`config.mk`:
```
export PLATFORM = sky130hd
export DESIGN_NAME = apb_slave_regfile
export DESIGN_NICKNAME = d
export VERILOG_FILES = /design/src/rtl/apb_slave_regfile.sv
export SDC_FILE = /design/constraint.sdc
export NUM_CORES = 1
export LEC_CHECK = 0
export ABC_AREA = 1
export CAP_MARGIN = 0
export CORE_MARGIN = 2
export CORE_UTILIZATION = 45
export CTS_BUF_LIST = sky130_fd_sc_hd__clkbuf_16
export DETAILED_ROUTE_END_ITERATION = 7
export GPL_TIMING_DRIVEN = 0
export SYNTH_ARGS = -nofsm -noshare
export SYNTH_HDL_FRONTEND = slang
export SYNTH_SLANG_ARGS = --single-unit
```
`constraint.sdc`:
```
create_clock -name clk -period 2.65 [get_ports clk]
set_input_delay 0.53 -clock clk [delete_from_list [all_inputs] [get_ports clk]]
set_output_delay 0.53 -clock clk [all_outputs]
set_load 0.005 [all_outputs]
```
`src/rtl/apb_slave_regfile.sv`:
```
// APB completer with NUM_REGS RW registers, a read-only ID and a transfer counter.
// Define APB_SLVERR_EN to flag illegal accesses on PSLVERR.
module apb_slave_regfile #(
    parameter int unsigned NUM_REGS    = 8,
    parameter logic [31:0] BASE_ADDR   = 32'h0000_0000,
    parameter int unsigned WAIT_CYCLES = 0,
    parameter logic [31:0] ID_VALUE    = 32'hA7B0_0001
) (
    input  logic        clk,
    input  logic        rst_n,
    input  logic        PSEL,
    input  logic        PENABLE,
    input  logic        PWRITE,
    input  logic [31:0] PADDR,
    input  logic [31:0] PWDATA,
    output logic        PREADY,
    output logic [31:0] PRDATA,
    output logic        PSLVERR
);

    localparam int unsigned IDX_W     = (NUM_REGS > 1) ? $clog2(NUM_REGS) : 1;
    localparam logic [31:0] ID_OFF    = 32'(NUM_REGS * 4);
    localparam logic [31:0] CNT_OFF   = ID_OFF + 32'd4;
    localparam logic [3:0]  WAIT_LOAD = 4'((WAIT_CYCLES > 0) ? (WAIT_CYCLES - 1) : 0);

    typedef enum logic [1:0] {ST_IDLE, ST_WAIT, ST_RESP} state_t;

    state_t             state;
    logic [3:0]         wait_cnt;
    logic [31:0]        addr_q;
    logic [31:0]        wdata_q;
    logic               write_q;
    logic [31:0]        xfer_cnt;
    logic [31:0]        regs [NUM_REGS];

    logic [31:0]        dec_addr;
    logic               dec_write;
    logic [31:0]        off;
    logic               hit_rw;
    logic               hit_id;
    logic               hit_cnt;
    logic [IDX_W-1:0]   idx;
    logic               illegal;
    logic [31:0]        resp_data;
    logic               resp_err;
    logic               setup;

    assign setup = PSEL && !PENABLE;

    // In IDLE the decode looks at the live bus so a zero-wait response can be
    // produced on the setup edge; afterwards it uses the latched transfer.
    always_comb begin
        dec_addr  = (state == ST_IDLE) ? PADDR  : addr_q;
        dec_write = (state == ST_IDLE) ? PWRITE : write_q;
        off       = dec_addr - BASE_ADDR;
        hit_rw    = (off < ID_OFF) && (off[1:0] == 2'b00);
        hit_id    = (off == ID_OFF);
        hit_cnt   = (off == CNT_OFF);
        idx       = off[IDX_W+1:2];
        illegal   = !(hit_rw || hit_id || hit_cnt) || (dec_write && !hit_rw);
        resp_data = '0;
        if (!dec_write) begin
            if (hit_rw)
                resp_data = regs[idx];
            else if (hit_id)
                resp_data = ID_VALUE;
            else if (hit_cnt)
                resp_data = xfer_cnt;
        end
`ifdef APB_SLVERR_EN
        resp_err = illegal;
`else
        resp_err = 1'b0;
`endif
    end

    always_ff @(posedge clk or negedge rst_n) begin
        if (!rst_n) begin
            state    <= ST_IDLE;
            wait_cnt <= '0;
            addr_q   <= '0;
            wdata_q  <= '0;
            write_q  <= 1'b0;
            xfer_cnt <= '0;
            PREADY   <= 1'b0;
            PRDATA   <= '0;
            PSLVERR  <= 1'b0;
            for (int unsigned i = 0; i < NUM_REGS; i++)
                regs[i] <= '0;
        end else begin
            case (state)
                ST_IDLE: begin
                    if (setup) begin
                        addr_q  <= PADDR;
                        wdata_q <= PWDATA;
                        write_q <= PWRITE;
                        if (WAIT_CYCLES == 0) begin
                            state   <= ST_RESP;
                            PREADY  <= 1'b1;
                            PRDATA  <= resp_data;
                            PSLVERR <= resp_err;
                        end else begin
                            wait_cnt <= WAIT_LOAD;
                            state    <= ST_WAIT;
                        end
                    end
                end
                ST_WAIT: begin
                    if (!PSEL) begin
                        state <= ST_IDLE;
                    end else if (wait_cnt == 4'd0) begin
                        state   <= ST_RESP;
                        PREADY  <= 1'b1;
                        PRDATA  <= resp_data;
                        PSLVERR <= resp_err;
                    end else begin
                        wait_cnt <= wait_cnt - 4'd1;
                    end
                end
                ST_RESP: begin
                    if (dec_write && !illegal)
                        regs[idx] <= wdata_q;
                    xfer_cnt <= xfer_cnt + 32'd1;
                    PREADY   <= 1'b0;
                    PRDATA   <= '0;
                    PSLVERR  <= 1'b0;
                    state    <= ST_IDLE;
                end
                default: state <= ST_IDLE;
            endcase
        end
    end

endmodule

```
==> impl_metrics.sql, run 1 <==
INSERT INTO impl_metrics (metric_group, metric, value, unit) VALUES
('route', 'drt_drc_violations_left', '0', ''),
('final_layout', 'syn_to_final_growth', '16.3', '%'),
('die', 'chipWidth', '216', 'um'),
('route', 'final_antenna_net_count', '0', ''),
('placement', 'dp_hpwl', '43.5', 'mm'),
('logic_synthesis', 'seq_cells_post_synth', '386', ''),
('timing', 'final_critical_path_setup_slack', '0.0739', 'ns'),
('timing', 'clock.fmax', '0.388', 'GHz'),
('cts', 'clk_root_buffer_cell', 'sky130_fd_sc_hd__clkbuf_16', ''),
('final_layout', 'multi_input_comb_area', '0.00782', 'sq mm'),
('critical_path', 'crit_required', '3.12', 'ns'),
('pwr', 'maximum_vdd_drop', '503', 'uV'),
('timing', 'finalWorstPathRequiredPeriod', '2.58', 'ns'),
('run_status', 'status', 'completed', ''),
('grt', 'grt_pass1_wl', '98.1', 'mm'),
('grt', 'groute.usage.overall', '0.272', ''),
('die', 'coreArea', '0.0443', 'sq mm'),
('timing', 'hold_viol_final', '0', ''),
('final_layout', 'final_layout_size_suffix_gt1_frac', '0.0641', ''),
('critical_path', 'timing.rr.end', 'regs[220]$_DFFE_PN0P_', ''),
('final_layout', 'fillers', '4453', ''),
('logic_synthesis', 'synth_enable_flop_cells', '0', ''),
('logic_synthesis', 'synth_async_sr_flop_share', '1.00', ''),
('timing', 'final.period_utilization', '0.972', ''),
('final_layout', 'layout.area.seq', '0.00966', 'sq mm'),
('die', 'count_of_boundary_i_o_pins', '103', ''),
('die', 'floorplan.die_area', '0.0467', 'sq mm'),
('logic_synthesis', 'synth.area.mux_share', '0', ''),
('route', 'finalWirelength', '62.3', 'mm'),
('critical_path', 'critical-path-max-stage-delay', '0.63', 'ns'),
('critical_path', 'critical_path.most_common_cell', 'sky130_fd_sc_hd__nand2_1', ''),
('grt', 'pin_count_of_the_biggest_net_entering_global_routing', '115', ''),
('critical_path', 'timing.critical_path.to', 'regs[220]$_DFFE_PN0P_', ''),
('placement', 'place_congestion', '0.918', ''),
('critical_path', 'regToRegSetupSlack', '0.07', 'ns'),
('cts', 'clock_latency', '0.58', 'ns'),
('logic_synthesis', 'ys_dominant_reg_cell', 'sky130_fd_sc_hd__dfrtp_1', ''),
('critical_path', 'cp_max_fanout', '10', ''),
('critical_path', 'worst_setup_path_end_kind', 'flip-flop', ''),
('worst_hold_path', 'type_of_the_worst_min_delay_path', 'input port to async pin', ''),
('timing', 'grt_setup_unrepaired', 'false', ''),
('timing', 'relative_slew_margins', '0.397', ''),
('logic_synthesis', 'syn_inst', '2885', ''),
('pwr', 'total_leakage_power', '12.8', 'nW'),
('logic_synthesis', 'netlist_area_before_placement', '0.0203', 'sq mm'),
('route', 'drtIter0Drc', '1461', ''),
('grt', 'grt_antenna_before_repair', '0', ''),
('logic_synthesis', 'ys.warnings.count', '0', ''),
('route', 'drt-vias-per-instance', '4.94', ''),
('timing', 'timing.final.max_slew_violations', '0', ''),
('logic_synthesis', 'synth_compound_area_frac', '0.0531', ''),
('flow_run', 'max_cap_violations', '0', ''),
('critical_path', 'cp_slowest_cell', 'sky130_fd_sc_hd__nor3_2', ''),
('critical_path', 'worst_path_dominant_cell_family', 'simple AND/OR/NAND/NOR gates', ''),
('timing', 'setup_viol', '0', ''),
('die', 'starting_utilization_of_the_core_area', '0.457', ''),
('placement', 'postPlaceCellArea', '0.0221', 'sq mm'),
('cts', 'cts.clk_slew.worst_paths', '0.06', 'ns'),
('logic_synthesis', 'synthAdderAreaFrac', '0.000618', ''),
('grt', 'globalRouteOverflowTotal', '0', ''),
('critical_path', 'critPathKind', 'flip-flop to flip-flop', ''),
('grt', 'first_global_vias', '17400', ''),
('critical_path', 'crit_chain', 'inv_2 -> buf_6 -> nand2_1 -> nand2_2 -> nor3_2 -> nand2_1 -> buf_2 -> nand2_1 -> nand2_1', ''),
('critical_path', 'crit_buf_inv', '3', ''),
('critical_path', 'r2r_start', 'PREADY$_DFFE_PN0P_', ''),
('logic_synthesis', 'mappedNetlistNets', '2955', ''),
('cts', 'cts-buffers-inserted', '45', ''),
('route', 'wire_per_inst', '17.0', 'um'),
('placement', 'worst_setup_slack_before_clock_tree_synthesis', '-0.514', 'ns'),
('pwr', 'power_density', '849', 'mW/mm^2'),
('route', 'dr_total_vias', '18100', '');
-- layer usage --
layer	up-vias	GRT usage	share of wire
met4	0	0.0863	0.030
met1	8588	0.375	0.45
met3	109	0.0460	0.061
met2	495	0.437	0.46
met5	-	0	0
li1	8886	-	-
-- through the flow --
step           utilization  std cells  TNS (ns)  hold WS [ns]  total power [mW]
5_1_grt              0.531       3663         0         0.304              21.1
3_3_place_gp         0.497       3578  -6422.79         0.453              14.1
4_1_cts              0.530       3663         0         0.290              19.9
3_5_place_dp         0.499       3582    -75.08         0.315              14.2
2_1_floorplan            -       2885         0         0.234              11.1
6_report             0.531       3663         0         0.309              20.0
-- worst min path at each step --
stage | slack [ns] | end | from
finish | 0.31 | addr_q[11]$_DFFE_PN0P_ | rst_n
global route | 0.30 | addr_q[11]$_DFFE_PN0P_ | rst_n
CTS | 0.29 | addr_q[11]$_DFFE_PN0P_ | rst_n
detailed placement | 0.32 | addr_q[11]$_DFFE_PN0P_ | rst_n
global placement | 0.45 | regs[241]$_DFFE_PN0P_ | regs[241]$_DFFE_PN0P_
floorplan | 0.23 | PRDATA[0]$_DFFE_PN0P_ | rst_n
-- cell usage after synthesis, types with 2 or more instances --
master	number	area, sq um
sky130_fd_sc_hd__nand2_1	1236	4640
sky130_fd_sc_hd__inv_1	503	1890
sky130_fd_sc_hd__nor2_1	76	285
sky130_fd_sc_hd__o21ai_0	60	300
sky130_fd_sc_hd__nand4_4	4	85.1
sky130_fd_sc_hd__inv_2	3	11.3
sky130_fd_sc_hd__nand4_2	2	25.0
sky130_fd_sc_hd__dfrtp_1	386	9660
sky130_fd_sc_hd__buf_1	9	33.8
sky130_fd_sc_hd__buf_2	56	280
sky130_fd_sc_hd__nand4_1	34	213
sky130_fd_sc_hd__nand3_1	191	956
sky130_fd_sc_hd__clkbuf_1	72	270
sky130_fd_sc_hd__nand3b_1	2	15.0
sky130_fd_sc_hd__nand2_2	5	31.3
sky130_fd_sc_hd__buf_4	15	113
sky130_fd_sc_hd__a21oi_1	2	10.0
sky130_fd_sc_hd__nor4_1	4	25.0
sky130_fd_sc_hd__xnor2_1	8	70.1
sky130_fd_sc_hd__buf_6	21	236
sky130_fd_sc_hd__nor3_1	10	50.1
sky130_fd_sc_hd__xor2_1	21	184
sky130_fd_sc_hd__nor2_2	3	18.8
sky130_fd_sc_hd__o21ai_1	153	766
-- logic make-up (layout without fill, tap and decap cells) --
| logic type | count (synthesis) | in the layout |
|---|---|---|
| AOI/OAI and AO/OA | 215 | 215 |
| buffers and inverters | 679 | 865 |
| other | 1 | 1 |
| xor gates and xnor gates | 29 | 29 |
| adders and majority gates | 1 | 1 |
| DFF | 386 | 386 |
| and+or+nand+nor | 1574 | 1574 |
-- worst register-to-register path: cells and delay by family (launching register included) --
| family | cells | cell delay [ns] |
|---|---|---|
| buffers and inverters | 3 | 0.54 |
| AND/OR/NAND/NOR | 6 | 1.42 |
| flip-flops | 1 | 0.50 |
-- flip-flops by register name (all words and copies together) (netlist names) --
signal and count:
wdata_q 32, PREADY 1, addr_q 32, write_q 1, PRDATA 32, xfer_cnt 32, regs 256
-- power by group --
group          switching, mW  leakage [nW]  total [mW]  internal (mW)
Combinational           5.77          7.79        7.58           1.81
Sequential             0.269          4.27        6.71           6.44
Clock                   2.53         0.693        5.71           3.18
-- cell usage in the layout, fill, tap and decap left out, types with 5 or more instances in the layout --
| master | instances |
|---|---|
| sky130_fd_sc_hd__clkinv_1 | 12 |
| sky130_fd_sc_hd__buf_6 | 23 |
| sky130_fd_sc_hd__o21ai_0 | 60 |
| sky130_fd_sc_hd__nand2_2 | 6 |
| sky130_fd_sc_hd__clkdlybuf4s50_1 | 100 |
| sky130_fd_sc_hd__inv_1 | 514 |
| sky130_fd_sc_hd__clkbuf_2 | 15 |
| sky130_fd_sc_hd__nand4_1 | 34 |
| sky130_fd_sc_hd__clkinv_2 | 8 |
| sky130_fd_sc_hd__nor3_1 | 9 |
| sky130_fd_sc_hd__nor2_1 | 73 |
| sky130_fd_sc_hd__clkbuf_16 | 47 |
| sky130_fd_sc_hd__nand3_1 | 191 |
| sky130_fd_sc_hd__dfrtp_1 | 385 |
| sky130_fd_sc_hd__nand4_4 | 6 |
| sky130_fd_sc_hd__xnor2_1 | 8 |
| sky130_fd_sc_hd__o21ai_1 | 153 |
| sky130_fd_sc_hd__buf_1 | 5 |
| sky130_fd_sc_hd__clkbuf_4 | 5 |
| sky130_fd_sc_hd__nand2_1 | 1235 |
| sky130_fd_sc_hd__buf_2 | 48 |
| sky130_fd_sc_hd__xor2_1 | 21 |
| sky130_fd_sc_hd__buf_4 | 17 |
| sky130_fd_sc_hd__clkbuf_1 | 60 |
-- final cells by class --
class | instances | share of cell area
multi-input combinational | 1820 | 0.332
timing repair buffer | 106 | 0.0482
tap | 592 | 0.0314
buffer | 173 | 0.0418
inverter | 506 | 0.0806
sequential | 386 | 0.410
clock buffer | 47 | 0.0499
clock inverter | 33 | 0.00606
-- what timing repair did --
action,CTS,global route
gates cloned,0,0
gates resized for setup,8,44
hold buffers,1,0
setup endpoints to repair,130,108
endpoints found under the hold margin,3,0
(Power assumes the default switching activity.)
==> run 2, diff against run 1 <==
- CORE_UTILIZATION: 45 -> 61
- PLACE_DENSITY: unset -> 0.81
- SETUP_SLACK_MARGIN: unset -> 0.02
==> run 2 against run 1 <==
Setup slack improved by 0.012 ns. Clock power about the same. Final area decreased by 1.1%. Sequential cell count unchanged. Die area decreased by 26%. Count of clock-buffer cells in the layout decreased by 4. Routed wire length decreased by 5.6%. Worst hold slack improved by 0.16 ns.
==> impl_metrics.sql, run 2 (same netlist as run 1, synthesis figures left out) <==
INSERT INTO impl_metrics (metric_group, metric, value, unit) VALUES
('run_status', 'status', 'completed', ''),
('critical_path', 'critPathKind', 'flip-flop to flip-flop', ''),
('placement', 'dp_hpwl', '41.2', 'mm'),
('worst_hold_path', 'hold_start', 'regs[250]$_DFFE_PN0P_', ''),
('final_layout', 'antenna_cells_inserted', '0', ''),
('critical_path', 'crit_path_arrival_time', '2.98', 'ns'),
('final_layout', 'final_layout_size_suffix_gt1_frac', '0.0624', ''),
('route', 'wl_met2', '26.7', 'mm'),
('critical_path', 'r2r_start', 'PREADY$_DFFE_PN0P_', ''),
('timing', 'fin_skew', '0.0202', 'ns'),
('grt', 'globalRouteOverflowTotal', '0', ''),
('grt', 'grt_antenna_before_repair', '1', ''),
('route', 'wl_met3', '5.25', 'mm'),
('placement', 'port_buffers', '101', ''),
('grt', 'grt_pass1_wl', '93.6', 'mm'),
('route', 'dr_total_vias', '18700', ''),
('timing', 'setup_viol', '0', ''),
('final_layout', 'stdcell_area', '0.0233', 'sq mm'),
('placement', 'place_congestion', '0.920', ''),
('die', 'starting_utilization_of_the_core_area', '0.621', ''),
('final_layout', 'layout_commonest_cell', 'sky130_fd_sc_hd__nand2_1', ''),
('critical_path', 'cp_max_fanout', '10', ''),
('die', 'die_height', '186', 'um'),
('cts', 'cts-htree-levels', '2', ''),
('cts', 'clock_latency', '0.54', 'ns'),
('die', 'coreArea', '0.0326', 'sq mm'),
('timing', 'finalWorstPathRequiredPeriod', '2.56', 'ns'),
('route', 'drt_drc_violations_left', '0', ''),
('critical_path', 'crit_required', '3.07', 'ns'),
('worst_hold_path', 'type_of_the_worst_min_delay_path', 'flip-flop to flip-flop', ''),
('worst_hold_path', 'hold_depth', '2', ''),
('timing', 'clock.fmax', '0.390', 'GHz'),
('cts', 'clk_root_buffer_cell', 'sky130_fd_sc_hd__clkbuf_16', ''),
('pwr', 'maximum_vdd_drop', '551', 'uV'),
('route', 'drtIter0Drc', '1859', ''),
('cts', 'ctsLongestPathBuffers', '3', ''),
('route', 'final_antenna_net_count', '0', ''),
('placement', 'postPlaceCellArea', '0.0219', 'sq mm'),
('timing', 'relative_slew_margins', '0.417', ''),
('route', 'finalWirelength', '58.8', 'mm'),
('route', 'highest-signal-layer', 'met5', ''),
('final_layout', 'mostFrequentLayoutCells', 'sky130_fd_sc_hd__nand2_1 (1235), sky130_fd_sc_hd__inv_1 (508), sky130_fd_sc_hd__dfrtp_1 (385)', ''),
('critical_path', 'start_kind', 'flip-flop', ''),
('final_layout', 'largest_register_ffs', '256', ''),
('cts', 'clock_sinks', '386', ''),
('worst_hold_path', 'min_delay_worst_endpoint', 'regs[250]$_DFFE_PN0P_', ''),
('final_layout', 'syn_to_final_growth', '15.0', '%'),
('timing', 'grt_setup_unrepaired', 'false', ''),
('critical_path', 'timing.reg2reg.worst_path_depth', '8', ''),
('die', 'chipWidth', '186', 'um'),
('final_layout', 'final_util', '0.714', ''),
('cts', 'cts-buffers-inserted', '42', ''),
('grt', 'groute.usage.overall', '0.348', ''),
('timing', 'tightestPinTransition', '0.866', 'ns'),
('cts', 'clock_tree_from_tritoncts', 'done', ''),
('grt', 'first_global_vias', '18100', ''),
('critical_path', 'regToRegSetupSlack', '0.09', 'ns'),
('die', 'floorplan.die_area', '0.0347', 'sq mm'),
('cts', 'cts.clk_slew.worst_paths', '0.06', 'ns'),
('critical_path', 'timing.rr.end', 'regs[218]$_DFFE_PN0P_', ''),
('timing', 'fin_tns_setup', '0', 'ns'),
('route', 'drt_pass1_iterations', '6', ''),
('timing', 'timing.final.max_slew_violations', '0', ''),
('pwr', 'total_leakage_power', '12.7', 'nW'),
('final_layout', 'top_register', 'regs', ''),
('critical_path', 'worst_setup_path_end_kind', 'flip-flop', ''),
('timing', 'final.period_utilization', '0.968', ''),
('final_layout', 'fillers', '2685', ''),
('grt', 'pin_count_of_the_biggest_net_entering_global_routing', '127', ''),
('route', 'm1WireLength', '24.3', 'mm'),
('final_layout', 'number_of_nets_in_the_final_layout', '3104', ''),
('route', 'wire_per_inst', '16.8', 'um'),
('timing', 'timing.hold.ws', '0.472', 'ns'),
('pwr', 'power_density', '848', 'mW/mm^2'),
('timing', 'hold_viol_final', '0', ''),
('route', 'drt-vias-per-instance', '5.34', ''),
('die', 'count_of_boundary_i_o_pins', '103', ''),
('flow_run', 'max_cap_violations', '0', ''),
('die', 'rows', '66', '');
run 2: changes by cell type in the layout (fill, tap and decap cells not counted), sizes merged:
cell	change
bufinv	+4
clkinv	-4
buf	+1
clkinvlp	+1
clkbuf	-6
inv	-6
run 2: power breakdown:
group,internal [mW],leakage (nW),switching (mW)
registers,6.44,4.27,0.293
logic,1.76,7.76,5.56
clock network,3.31,0.657,2.39
total,11.5,12.7,8.24
run 2: metrics by stage:
| stage | cells | setup WS, ns | total power [mW] |
|---|---|---|---|
| 2_1_floorplan | 2885 | 0.748 | 11.1 |
| 6_report | 3503 | 0.0859 | 19.8 |
| 5_1_grt | 3503 | 0.0231 | 20.7 |
| 4_1_cts | 3503 | 0.0197 | 19.5 |
| 3_3_place_gp | 3428 | -15.68 | 13.6 |
| 3_5_place_dp | 3431 | -0.427 | 13.8 |
run 2: what timing repair did:
item / 4_1_cts / 5_1_grt
buffers inserted: 0 / 0
hold buffers: 1 / 0
endpoints found under the hold margin: 6 / 0
gates resized for setup: 7 / 28
endpoints found under the setup margin: 52 / 148
run 2: layout make-up:
type / count / area (sq um) / share of cell area
clock inverters: 28 / 230 / 0.00988
well taps: 442 / 553 / 0.0237
flip-flops and latches: 386 / 9660 / 0.415
inverters: 506 / 1900 / 0.0815
clock buffers: 43 / 1080 / 0.0462
plain buffers: 173 / 962 / 0.0413
multi-input cells: 1820 / 7800 / 0.335
repair buffers: 105 / 1110 / 0.0476
run 2: critical path, cell delays in order, from the launching register on:
cell                      delay, ns
sky130_fd_sc_hd__dfrtp_2       0.50
sky130_fd_sc_hd__buf_6         0.19
sky130_fd_sc_hd__nand2_1       0.10
sky130_fd_sc_hd__nand2_2       0.22
sky130_fd_sc_hd__nor3_2        0.63
sky130_fd_sc_hd__nand2_1       0.34
sky130_fd_sc_hd__buf_2         0.31
sky130_fd_sc_hd__nand2_1       0.10
sky130_fd_sc_hd__nand2_1       0.05
run 2: worst max-delay path by stage:
stage / slack [ns] / start / cells after the start / to
2_1_floorplan: 0.75 / PREADY$_DFFE_PN0P_ / 10 / regs[35]$_DFFE_PN0P_
5_1_grt: 0.02 / PREADY$_DFFE_PN0P_ / 8 / wdata_q[4]$_DFFE_PN0P_
6_report: 0.09 / PREADY$_DFFE_PN0P_ / 8 / regs[218]$_DFFE_PN0P_
3_3_place_gp: -15.68 / rst_n / 1 / regs[89]$_DFFE_PN0P_
3_5_place_dp: -0.43 / PADDR[4] / 8 / regs[214]$_DFFE_PN0P_
4_1_cts: 0.02 / PREADY$_DFFE_PN0P_ / 10 / regs[61]$_DFFE_PN0P_
run 2: routing by layer:
layer	GRT usage	vias to the layer above
met3	0.0576	184
met1	0.471	8756
li1	-	8881
met4	0.160	2
met5	0	-
met2	0.554	876
==> RTL edit, RTL diff (flow settings as in run 1) <==
The parameter `WAIT_CYCLES` goes from 0 to 1.
--- a/src/rtl/apb_slave_regfile.sv
+++ b/src/rtl/apb_slave_regfile.sv
@@ -3,7 +3,7 @@
 module apb_slave_regfile #(
     parameter int unsigned NUM_REGS    = 8,
     parameter logic [31:0] BASE_ADDR   = 32'h0000_0000,
-    parameter int unsigned WAIT_CYCLES = 0,
+    parameter int unsigned WAIT_CYCLES = 1,
     parameter logic [31:0] ID_VALUE    = 32'hA7B0_0001
 ) (
     input  logic        clk,
Function: changed (Yosys sat finds a counterexample within 4 cycles, from zero or initial values and one cycle with rst_n low).
==> RTL edit against run 1 <==
Area after synthesis decreased by 4.4%; sequential cell count increased by 6; clock power increased by 3%; wire length increased by 4.3%; total power decreased by 8.8%; largest cell class unchanged; non-clock buffer count increased by 17; sequential share of layout area increased by 2.1 points; hold slack improved by 160 ps; setup slack got worse by 31 ps; final area decreased by 3.4%.
==> RTL edit: results (changes against run 1) <==
- Leading cell types by total area after synthesis: sky130_fd_sc_hd__dfrtp_1 51%, sky130_fd_sc_hd__nand2_1 20%, sky130_fd_sc_hd__nand4_1 6.7% (was sky130_fd_sc_hd__dfrtp_1 48%, sky130_fd_sc_hd__nand2_1 23%, sky130_fd_sc_hd__inv_1 9.3%).
- The worst-path cell with the longest stage delay is sky130_fd_sc_hd__dfrtp_1 (was sky130_fd_sc_hd__nor3_2).
- The final net count came to 2795 (was 3108).
- The global-route wire length before repair is 101000 µm (was 98100 µm).
- The compound-gate portion of the synthesized area is 0.0475 (was 0.0531).
- The total length of routed met3 wires is 5210 µm (was 3810 µm).
- The met1 wire length was 29000 µm (was 27900 µm).
- The number of standard cells in the final layout excluding fillers is 3298 (was 3663).
- The share of the yosys chip area belonging to registers is 0.507 (was 0.477).
- The iteration count of the initial detailed-routing pass is 6 (was 7).
- The global-route track usage on met2 is 0.459 (was 0.437).
- The number of cells on the worst reg-to-reg path was 13 (was 9).
- The per-cell via count in the routed design came to 5.49 (was 4.94).
- The fill cell total of the finished layout is 4103 (was 4453).
- The number of global-route vias before repair is 17600 (was 17400).
- The end point of the critical path is PRDATA[30] (was regs[220]).
- The worst setup path startpoint is state[1] (was PREADY).
- The amount of wire on met2 after detailed routing is 29200 µm (was 28700 µm).
- The total instance count after detailed placement is 3203 (was 3582).
- The area share of xor/xnor cells in the synthesized design is 0.0127 (was 0.0125).
- The global routing met3 resource utilization is 0.0503 (was 0.0460).
- The overall track demand over capacity in global routing came to 0.296 (was 0.272).
- The number of nets produced by synthesis was 2631 (was 2955).
- The routed length per instance is 19.7 µm (was 17.0 µm).
- The internal power contribution is 11000 µW (was 11400 µW).
- The area share of fa/ha/maj cells after synthesis is 0.00129 (was 0.000618).
- Run status: finished, final reports clean (unchanged).
- The worst setup slack after placement is -908 ps (was -514 ps).
- The ratio of cells with drive above 1 in the final layout is 0.0805 (was 0.0641).
- The mean post-synth cell area came to 7.56 µm² (was 7.02 µm²).
- The routability-driven placement congestion ratio is 0.929 (was 0.918).
- The final worst slack is 43.2 ps (was 73.9 ps).
- The number of library cell types mapped by synthesis came to 30 (was 33).
- The maximum number of pins on one net before global-route repair was 120 (was 115).
- The setup skew after layout is 19.4 ps (was 13.0 ps).
- The kind of path behind the tightest hold check is reg -> reg (was in -> async).
- Synth cell count leaders: 1038 x sky130_fd_sc_hd__nand2_1, 392 x sky130_fd_sc_hd__dfrtp_1, 256 x sky130_fd_sc_hd__nand3_1, 207 x sky130_fd_sc_hd__nand4_1, 171 x sky130_fd_sc_hd__inv_1 (was 1236 x sky130_fd_sc_hd__nand2_1, 503 x sky130_fd_sc_hd__inv_1, 386 x sky130_fd_sc_hd__dfrtp_1, 191 x sky130_fd_sc_hd__nand3_1, 153 x sky130_fd_sc_hd__o21ai_1).
-- RTL edit: cell type report --
class	instances	area, µm²	area share
plain buffers	179	860	0.0378
multi-input cells	1811	8170	0.359
clock inverters	37	226	0.00996
well taps	539	674	0.0297
repair buffers	117	1210	0.0533
inverters	178	668	0.0294
flip-flops and latches	392	9810	0.431
clock buffers	45	1130	0.0495
-- RTL edit: tightest hold or removal path, stage by stage (launching register included) --
cell and delay, ps:
sky130_fd_sc_hd__dfrtp_1 340, sky130_fd_sc_hd__nand2_1 50, sky130_fd_sc_hd__nand2_1 50
-- RTL edit: how the worst min path moves through the flow --
stage                from    endpoint  slack (ps)  cells after the start
6_report       addr_q[11]  addr_q[11]         470                      2
5_1_grt         regs[210]   regs[210]         500                      2
4_1_cts        addr_q[11]  addr_q[11]         470                      2
3_5_place_dp   addr_q[11]  addr_q[11]         460                      2
3_3_place_gp     regs[69]    regs[69]         460                      2
2_1_floorplan       rst_n   PRDATA[0]         230                      0
-- RTL edit: repair_timing --
item	in CTS	in global routing
gates resized for setup	27	72
endpoints found under the setup margin	282	281
hold buffers	1	0
pin swaps	0	2
hold endpoints to repair	11	0
buffers inserted	1	11
cloned	0	0
-- RTL edit: power by group through the flow --
stage               Combinational, µW  Clock (µW)  Sequential (µW)
floorplan                        2960           0             6840
global placement                 4860           0             7180
detailed placement               4910           0             7190
CTS                              4980        5990             7080
global route                     5610        6220             7160
finish                           5190        5900             7140
-- RTL edit: logic make-up (layout without fill, tap and decap cells) --
logic type | Yosys count | in the layout
AND/OR/NAND/NOR | 1598 | 1598
adder cells (fa/ha/maj) | 2 | 2
buffers and inverters | 357 | 556
other | 1 | 1
AO/OA/AOI/OAI | 182 | 182
flip-flops | 392 | 392
XOR/XNOR | 28 | 28
